**config.mk**
```make
export PLATFORM = sky130hd
export DESIGN_NAME = pipe_stage_reg
export DESIGN_NICKNAME = d
export VERILOG_FILES = /design/src/rtl/pipe_pkg.sv /design/src/rtl/pipe_stage_reg_sat_counter.sv /design/src/rtl/pipe_stage_reg.sv
export SDC_FILE = /design/constraint.sdc
export NUM_CORES = 1
export LEC_CHECK = 0
export ABC_AREA = 1
export ABC_CLOCK_PERIOD_IN_PS = 3900
export BUFFER_PORTS_ARGS = -buffer_cell sky130_fd_sc_hd__buf_2
export CAP_MARGIN = 10
export CORE_ASPECT_RATIO = 1.1
export CORE_UTILIZATION = 40
export CTS_CLUSTER_DIAMETER = 40
export CTS_CLUSTER_SIZE = 12
export DETAILED_ROUTE_END_ITERATION = 12
export GPL_TIMING_DRIVEN = 1
export PLACE_DENSITY = 0.59
export SLEW_MARGIN = 20
export SYNTH_ARGS = -nofsm -noshare
export SYNTH_HDL_FRONTEND = slang
export SYNTH_SLANG_ARGS = --single-unit
```
**constraint.sdc**
```tcl
create_clock -name clk -period 3.9 [get_ports clk]
set_clock_uncertainty 0.2 [all_clocks]
set_input_delay 0.78 -clock clk [delete_from_list [all_inputs] [get_ports clk]]
set_output_delay 0.78 -clock clk [all_outputs]
set_load 0.02 [all_outputs]
```
**src/rtl/pipe_pkg.sv**
```systemverilog
// Shared definitions for the pipeline stage registers: occupancy encoding,
// the NOP instruction used to build bubbles, and per-boundary payload widths.
package pipe_pkg;

   typedef enum logic [1:0] {
      OCC_EMPTY = 2'd0,
      OCC_ONE   = 2'd1,
      OCC_TWO   = 2'd2
   } occ_t;

   localparam logic [31:0] NOP_INSTR = 32'h0000_0000;

   // IF/ID carries instruction + PC; ID/EX carries two operands, PC and control.
   localparam int IF_ID_W = 64;
   localparam int ID_EX_W = 128;

   // Number of entries discarded by a flush: held entries not popped, plus a
   // concurrent accept. Never exceeds 2 because accept is blocked when full.
   function automatic logic [1:0] squash_amount(input occ_t occ, input logic pop,
                                                input logic acc);
      logic [1:0] held;
      held = occ;
      return held - {1'b0, pop} + {1'b0, acc};
   endfunction

endpackage

```
**src/rtl/pipe_stage_reg_sat_counter.sv**
```systemverilog
// Saturating up-counter adding 0..2 per cycle; sticks at all-ones.
module sat_counter #(
   parameter int W = 8
) (
   input  logic         clk,
   input  logic         rst,
   input  logic [1:0]   inc,
   output logic [W-1:0] count
);

   logic [W-1:0] count_q;
   logic [W-1:0] count_d;
   logic [W:0]   sum;

   // NOTE: every variable assigned in always_comb gets a default first, so no
   // path leaves it unassigned and no latch is inferred.
   always_comb begin
      sum     = {1'b0, count_q} + (W+1)'(inc);
      count_d = count_q;
      if (sum[W]) count_d = '1;
      else        count_d = sum[W-1:0];
   end

   // NOTE: sequential state uses non-blocking assignments only, so every flop
   // samples the pre-edge values regardless of block evaluation order.
   always_ff @(posedge clk) begin
      if (rst) count_q <= '0;
      else     count_q <= count_d;
   end

   assign count = count_q;

endmodule

```
**src/rtl/pipe_stage_reg.sv**
```systemverilog
// Generic pipeline stage register: valid/ready with a 2-entry skid buffer so
// in_ready is registered; flush turns every held entry into a bubble.
module pipe_stage_reg
   import pipe_pkg::*;
#(
   parameter int                DATA_W     = 64,
   parameter logic [DATA_W-1:0] BUBBLE_VAL = '0,
   parameter int                CNT_W      = 8
) (
   input  logic              clk,
   input  logic              rst,
   input  logic              in_valid,
   output logic              in_ready,
   input  logic [DATA_W-1:0] in_data,
   input  logic              flush,
   output logic              out_valid,
   input  logic              out_ready,
   output logic [DATA_W-1:0] out_data,
   output logic [1:0]        occ,
   output logic [CNT_W-1:0]  squash_cnt
);

   occ_t              state_q, state_d;
   logic [DATA_W-1:0] main_q, main_d;
   logic [DATA_W-1:0] skid_q, skid_d;
   logic              in_ready_q, in_ready_d;
   logic              acc;
   logic              pop;
   logic [1:0]        squash_inc;

   assign acc = in_valid & in_ready_q;
   assign pop = out_valid & out_ready;

   always_comb begin
      state_d = state_q;
      main_d  = main_q;
      skid_d  = skid_q;
      if (flush) begin
         state_d = OCC_EMPTY;
         main_d  = BUBBLE_VAL;
         skid_d  = BUBBLE_VAL;
      end else begin
         case (state_q)
            OCC_EMPTY: begin
               if (acc) begin
                  state_d = OCC_ONE;
                  main_d  = in_data;
               end
            end
            OCC_ONE: begin
               if (acc && pop) begin
                  main_d = in_data;
               end else if (acc) begin
                  state_d = OCC_TWO;
                  skid_d  = in_data;
               end else if (pop) begin
                  // Leaving the head as a bubble keeps stale payload off out_data.
                  state_d = OCC_EMPTY;
                  main_d  = BUBBLE_VAL;
               end
            end
            OCC_TWO: begin
               if (pop) begin
                  state_d = OCC_ONE;
                  main_d  = skid_q;
                  skid_d  = BUBBLE_VAL;
               end
            end
            default: begin
               state_d = OCC_EMPTY;
               main_d  = BUBBLE_VAL;
               skid_d  = BUBBLE_VAL;
            end
         endcase
      end
      // Registered ready: decided from the next state, never from out_ready.
      in_ready_d = (state_d != OCC_TWO);
   end

   // NOTE: the payload registers are reset (not left to power-up contents)
   // because out_data is architecturally visible and must read BUBBLE_VAL.
   always_ff @(posedge clk) begin
      if (rst) begin
         state_q    <= OCC_EMPTY;
         main_q     <= BUBBLE_VAL;
         skid_q     <= BUBBLE_VAL;
         in_ready_q <= 1'b1;
      end else begin
         state_q    <= state_d;
         main_q     <= main_d;
         skid_q     <= skid_d;
         in_ready_q <= in_ready_d;
      end
   end

   always_comb begin
      squash_inc = 2'd0;
      if (flush) squash_inc = squash_amount(state_q, pop, acc);
   end

   sat_counter #(
      .W (CNT_W)
   ) u_squash_cnt (
      .clk   (clk),
      .rst   (rst),
      .inc   (squash_inc),
      .count (squash_cnt)
   );

   assign in_ready  = in_ready_q;
   assign out_valid = (state_q != OCC_EMPTY);
   assign out_data  = main_q;
   assign occ       = state_q;

endmodule

```
==> flow_summary.json, run 1 <==
{
  "power_density_mw_per_mm2": 422,
  "avgSynthCellArea_um2": 6.11,
  "overflow": 0,
  "syn-num-nets": 1295,
  "post_cts_buffers": 0,
  "die_w_um": 132,
  "critPathBufInv": 4,
  "avgRoutedWirePerCell_um": 13.1,
  "clk-insertion-delay-late_ns": 0.41,
  "crit_fanout": 7,
  "cts.path.max_buffers": 2,
  "die_y_um": 145,
  "ir_worst_vdd_uv": 294,
  "worst_path_max_delay_cell": "dfxtp_1",
  "drv_slew": 0,
  "port_buffers": 144,
  "clk_pin_slew_ns": 0.06,
  "gp_congestion": 0.740,
  "hold_violations": 0,
  "nFillCells": 1945,
  "drive_gt1_share_pct": 14.9,
  "drt-pass1-iter-count": 5,
  "grt_max_degree": 72,
  "yosysWarnings": 0,
  "rsz0062_at_grt": "false",
  "syn_inst": 1221,
  "place_hpwl_um": 12500,
  "slew_headroom_pct": 41.2,
  "synth_area_mm2": 0.00746,
  "finalPower_mw": 3.75,
  "setup_viol": 0,
  "finalCriticalPeriod_ns": 3.26,
  "clock-root-buffer": "clkbuf_16",
  "first_iter_violations": 408,
  "io_pins": 145,
  "area_growth_pct": 19.0,
  "post_cts_resized": 0,
  "path_class": "flip-flop to flip-flop",
  "initial_core_util_pct": 40.7,
  "start_kind": "flip-flop",
  "ys_seq_elements": 139,
  "path_cells": "inv_2 > nand2_1 > nand2_1 > ha_1 > inv_1 > ha_1 > xor2_1 > o21ai_0 > a21oi_1 > inv_1 > fa_1 > nor2_1 > nand2_1 > xnor2_1 > o21ai_0 > inv_1",
  "max_freq_mhz": 306,
  "routed_via_density": 4.76,
  "ys_seq_area_share_pct": 37.3,
  "outcome": "completed",
  "instances_no_fill": 1574,
  "finalSetupTns_ns": 0,
  "tightestPinTransition_ns": 0.882,
  "grt_first_pass_wirelength_um": 34000,
  "dp_cells": 1542,
  "cp.arrival_ns": 3.37,
  "cts_buffers": 17,
  "via_count": 7492,
  "hold_buffers": 0,
  "drv_cap": 0,
  "antenna_left": 0,
  "p_leak_nw": 4.53,
  "worst_path_largest_cell_delay_ns": 0.52,
  "die-area_mm2": 0.0192,
  "antenna_found_initial": 2,
  "period_share_pct": 83.7,
  "grtUsageTotal_pct": 21.9,
  "core_area_mm2": 0.0183,
  "crit_family": "adder cells",
  "num_rows": 52,
  "finalWirelength_um": 20600,
  "drcViolationCount": 0,
  "cts_tree": "built",
  "grt_pass1_vias": 6926,
  "crit_path_end_kind": "flip-flop",
  "synth.distinct_cells": 24,
  "hold_ws_ns": 0.243,
  "cts.sinks": 139,
  "htree_levels": 4,
  "nets": 1392,
  "required_ns": 4.01,
  "min_path_type": "flip-flop to flip-flop"
}
[cells in the final DEF, fill, tap and decap left out, types with 2 or more instances in the layout]
cell / netlist / final
nand2_1: 357 / 356
inv_1: 208 / 207
buf_2: 33 / 144
dfxtp_1: 139 / 138
nand3_1: 136 / 136
a21oi_1: 125 / 125
nor2_1: 92 / 89
o21ai_0: 61 / 61
clkbuf_16: 0 / 17
buf_4: 7 / 14
bufinv_16: 0 / 5
inv_2: 3 / 4
nor2_4: 1 / 4
ha_1: 4 / 4
xor2_1: 3 / 3
clkbuf_1: 29 / 3
clkbuf_8: 0 / 3
diode_2: 0 / 2
o211ai_1: 2 / 2
nand4_1: 2 / 2
buf_12: 0 / 2
[synthesized netlist by cell type, drive strengths merged]
| library cell | number | share of area, % |
|---|---|---|
| nand2 | 357 | 18 |
| inv | 211 | 11 |
| dfxtp | 139 | 37 |
| nand3 | 137 | 9.3 |
| a21oi | 125 | 8.4 |
| nor2 | 93 | 4.8 |
| o21ai | 61 | 4.1 |
| buf | 53 | 4.2 |
| clkbuf | 29 | 1.5 |
| ha | 4 | 0.67 |
| xor2 | 3 | 0.35 |
| nand4 | 2 | 0.17 |
| o211ai | 2 | 0.20 |
| a31oi | 1 | 0.084 |
| fa | 1 | 0.27 |
| nor3 | 1 | 0.067 |
| o31ai | 1 | 0.10 |
| xnor2 | 1 | 0.12 |
[metrics by stage]
step	util, %	cell area [um2]	worst slack [ns]
2_1_floorplan	-	7460	0.383
3_3_place_gp	44.9	8240	0.373
3_5_place_dp	44.9	8240	0.352
4_1_cts	48.4	8880	0.629
5_1_grt	48.4	8880	0.330
6_report	48.4	8890	0.635
[power by group]
group	switching, mW	internal [mW]
registers	0.0248	1.47
logic	0.336	0.151
clock network	0.596	1.18
total	0.956	2.80
[layout make-up]
| cell class | count | area (um2) | area share (%) |
|---|---|---|---|
| antenna | 2 | 5.00 | 0.0563 |
| clock buffer | 23 | 478 | 5.38 |
| clock inverter | 7 | 163 | 1.83 |
| inverter | 211 | 792 | 8.91 |
| multi-input combinational | 789 | 3490 | 39.3 |
| sequential | 139 | 2780 | 31.3 |
| tap | 243 | 304 | 3.42 |
| timing repair buffer | 160 | 866 | 9.74 |
[worst min-delay path: cells and delay by family, from the launching register on]
family	cells	cell delay, ns
compound gates	1	0.05
flops	1	0.31
buf+inv	1	0.04
[metal layers]
metal  wire length [um]  GRT usage [%]
met5                  0              0
met4                124           5.75
met3               1060           5.03
met2               9940           37.9
met1               9430           27.1
[state kept, by name, indices dropped and copies added (netlist names)]
name and cells:
in_ready 1, skid_q 64, occ 2, u_squash_cnt.count 8, out_data 64
[kinds of logic (layout without fill, tap and decap cells)]
logic type	after synthesis	in the layout	share of synthesized area, %
AO/OA/AOI/OAI	190	190	12.9
AND/OR/NAND/NOR	590	590	32.2
XOR/XNOR	4	4	0.469
other	0	2	0
buffers and inverters	293	401	16.2
flip-flops	139	139	37.3
adder cells (fa/ha/maj)	5	5	0.939
[path summary, 6_finish.rpt]
check | cells after the start | slack, ns | from | endpoint
hold / removal | 2 | 0.24 | skid_q[10] | skid_q[10]
hold reg to reg | 2 | 0.24 | skid_q[10] | skid_q[10]
setup / recovery | 16 | 0.64 | occ[0] | u_squash_cnt.count[4]
setup reg to reg | 16 | 0.64 | occ[0] | u_squash_cnt.count[4]
Power figures use the tool's default switching activity.
==> run 2, diff against run 1 <==
ABC_CLOCK_PERIOD_IN_PS = 3100   (was 3900)
clock period = 3.1 ns   (was 3.9 ns; I/O delays follow)
==> run 2 against run 1 <==
Non-clock buffer count grew 5; fmax grew 17%; final cell count grew 0.38%; sequential share of layout area shrank 0.18 points; sequential power grew 26%; combinational power grew 31%; via count shrank 0.27%; cell area grew 0.59%; hold slack lost 0.0018 ns; register-to-register slack lost 0.33 ns; critical path type unchanged; largest power group unchanged.
==> flow_summary.json, run 2 (synthesized netlist as in run 1, its figures left out) <==
{
  "clk-insertion-delay-late_ns": 0.42,
  "die_w_um": 132,
  "outcome": "completed",
  "nFillCells": 1975,
  "cts.path.max_buffers": 2,
  "finalPower_mw": 4.54,
  "avgRoutedWirePerCell_um": 12.9,
  "drive_gt1_share_pct": 15.5,
  "power_switching_mw": 1.22,
  "grt_max_degree": 81,
  "first_iter_violations": 531,
  "drv_cap": 0,
  "htree_levels": 4,
  "register_area_mm2": 0.00278,
  "gp_congestion": 0.770,
  "crit_path_end_kind": "flip-flop",
  "overflow": 0,
  "port_buffers": 144,
  "path_class": "flip-flop to flip-flop",
  "hold_ws_ns": 0.241,
  "routed_via_density": 4.73,
  "start_kind": "flip-flop",
  "clock-root-buffer": "clkbuf_16",
  "tightestPinTransition_ns": 0.802,
  "core_area_mm2": 0.0183,
  "internal-power_mw": 3.32,
  "area_growth_pct": 19.7,
  "post_cts_buffers": 0,
  "required_ns": 3.22,
  "drt-pass1-iter-count": 5,
  "fin_area_mm2": 0.00894,
  "power_frac_comb_pct": 14.0,
  "dp_slack_ns": 0.0281,
  "swShare_pct": 26.9,
  "via_count": 7472,
  "cts_buffers": 17,
  "layout_commonest_cell": "nand2_1",
  "clkPwrFrac_pct": 44.6,
  "grt_first_pass_wirelength_um": 33500,
  "finalCriticalPeriod_ns": 2.80,
  "grtUsageTotal_pct": 21.6,
  "ir_worst_vdd_uv": 384,
  "place_hpwl_um": 12100,
  "p_leak_nw": 4.56,
  "drv_slew": 0,
  "finalSetupTns_ns": 0,
  "num_rows": 52,
  "grt_pass1_vias": 6755,
  "max_freq_mhz": 357,
  "cts.sinks": 139,
  "antenna_found_initial": 4,
  "layout_common_cells": "nand2_1 (355), inv_1 (207), buf_2 (144), dfxtp_1 (138), nand3_1 (136)",
  "slew_headroom_pct": 46.5,
  "hold_violations": 0,
  "io_pins": 145,
  "multi_input_area_mm2": 0.00351,
  "power_density_mw_per_mm2": 507,
  "hold_buffers": 0,
  "rsz0062_at_grt": "false",
  "cts_tree": "built",
  "worst_slack_ns": 0.301,
  "die_y_um": 145,
  "cp.arrival_ns": 2.92,
  "antenna_left": 0,
  "die-area_mm2": 0.0192,
  "setup_viol": 0,
  "place_area_mm2": 0.00833,
  "period_share_pct": 90.3,
  "clk_pin_slew_ns": 0.06,
  "post_cts_resized": 0,
  "nets": 1397,
  "seq_power_share_pct": 41.3,
  "min_path_type": "flip-flop to flip-flop",
  "drcViolationCount": 0,
  "finalWirelength_um": 20400,
  "initial_core_util_pct": 40.7,
  "crit_fanout": 5
}
## run 2: path summary, 6_finish.rpt
check	startpoint	endpoint	slack (ns)	cells after the start
worst max-delay path	occ[1]	u_squash_cnt.count[4]	0.30	16
worst min-delay path	skid_q[32]	skid_q[32]	0.24	2
worst max register to register	occ[1]	u_squash_cnt.count[4]	0.30	16
worst min register to register	skid_q[32]	skid_q[32]	0.24	2
## run 2: metrics by stage
step,utilization [%],cells
6_report,48.7,1580
5_1_grt,48.7,1579
4_1_cts,48.6,1578
3_5_place_dp,45.4,1546
3_3_place_gp,45.4,1546
2_1_floorplan,-,1221
## run 2: worst max-delay path, cell delays in order, from the launching register on
cell and delay, ns:
dfxtp_2 0.36, inv_2 0.07, nand2_2 0.08, nand2_1 0.07, ha_1 0.28, inv_1 0.05
ha_1 0.14, xor2_1 0.17, o21ai_0 0.11, a21oi_1 0.17, inv_1 0.08, fa_2 0.37
nor2_4 0.12, nand2_1 0.10, xnor2_1 0.12, o21ai_0 0.15, inv_1 0.05
## run 2: metal layers
metal,routed length (um),up-vias,GRT usage [%]
met2,9300,166,34.9
met5,20,-,0
met3,1000,25,4.30
met4,271,4,6.61
met1,9820,3322,28.9
li1,-,3955,-
## run 2: final cells by class
| class | count | area share (%) |
|---|---|---|
| Clock inverter | 7 | 0.980 |
| Tap cell | 243 | 3.40 |
| Multi-Input combinational cell | 789 | 39.2 |
| Timing Repair Buffer | 165 | 10.8 |
| Clock buffer | 25 | 5.54 |
| Sequential cell | 139 | 31.1 |
| Antenna cell | 1 | 0.0280 |
| Inverter | 211 | 8.86 |
## run 2: power by group through the flow
stage	combinational (mW)	clock [mW]	sequential, mW
after detailed placement	0.632	0	1.91
after global placement	0.628	0	1.91
after floorplan	0.390	0	1.95
after CTS	0.636	2.07	1.87
final	0.636	2.02	1.87
after global routing	0.719	2.14	1.88
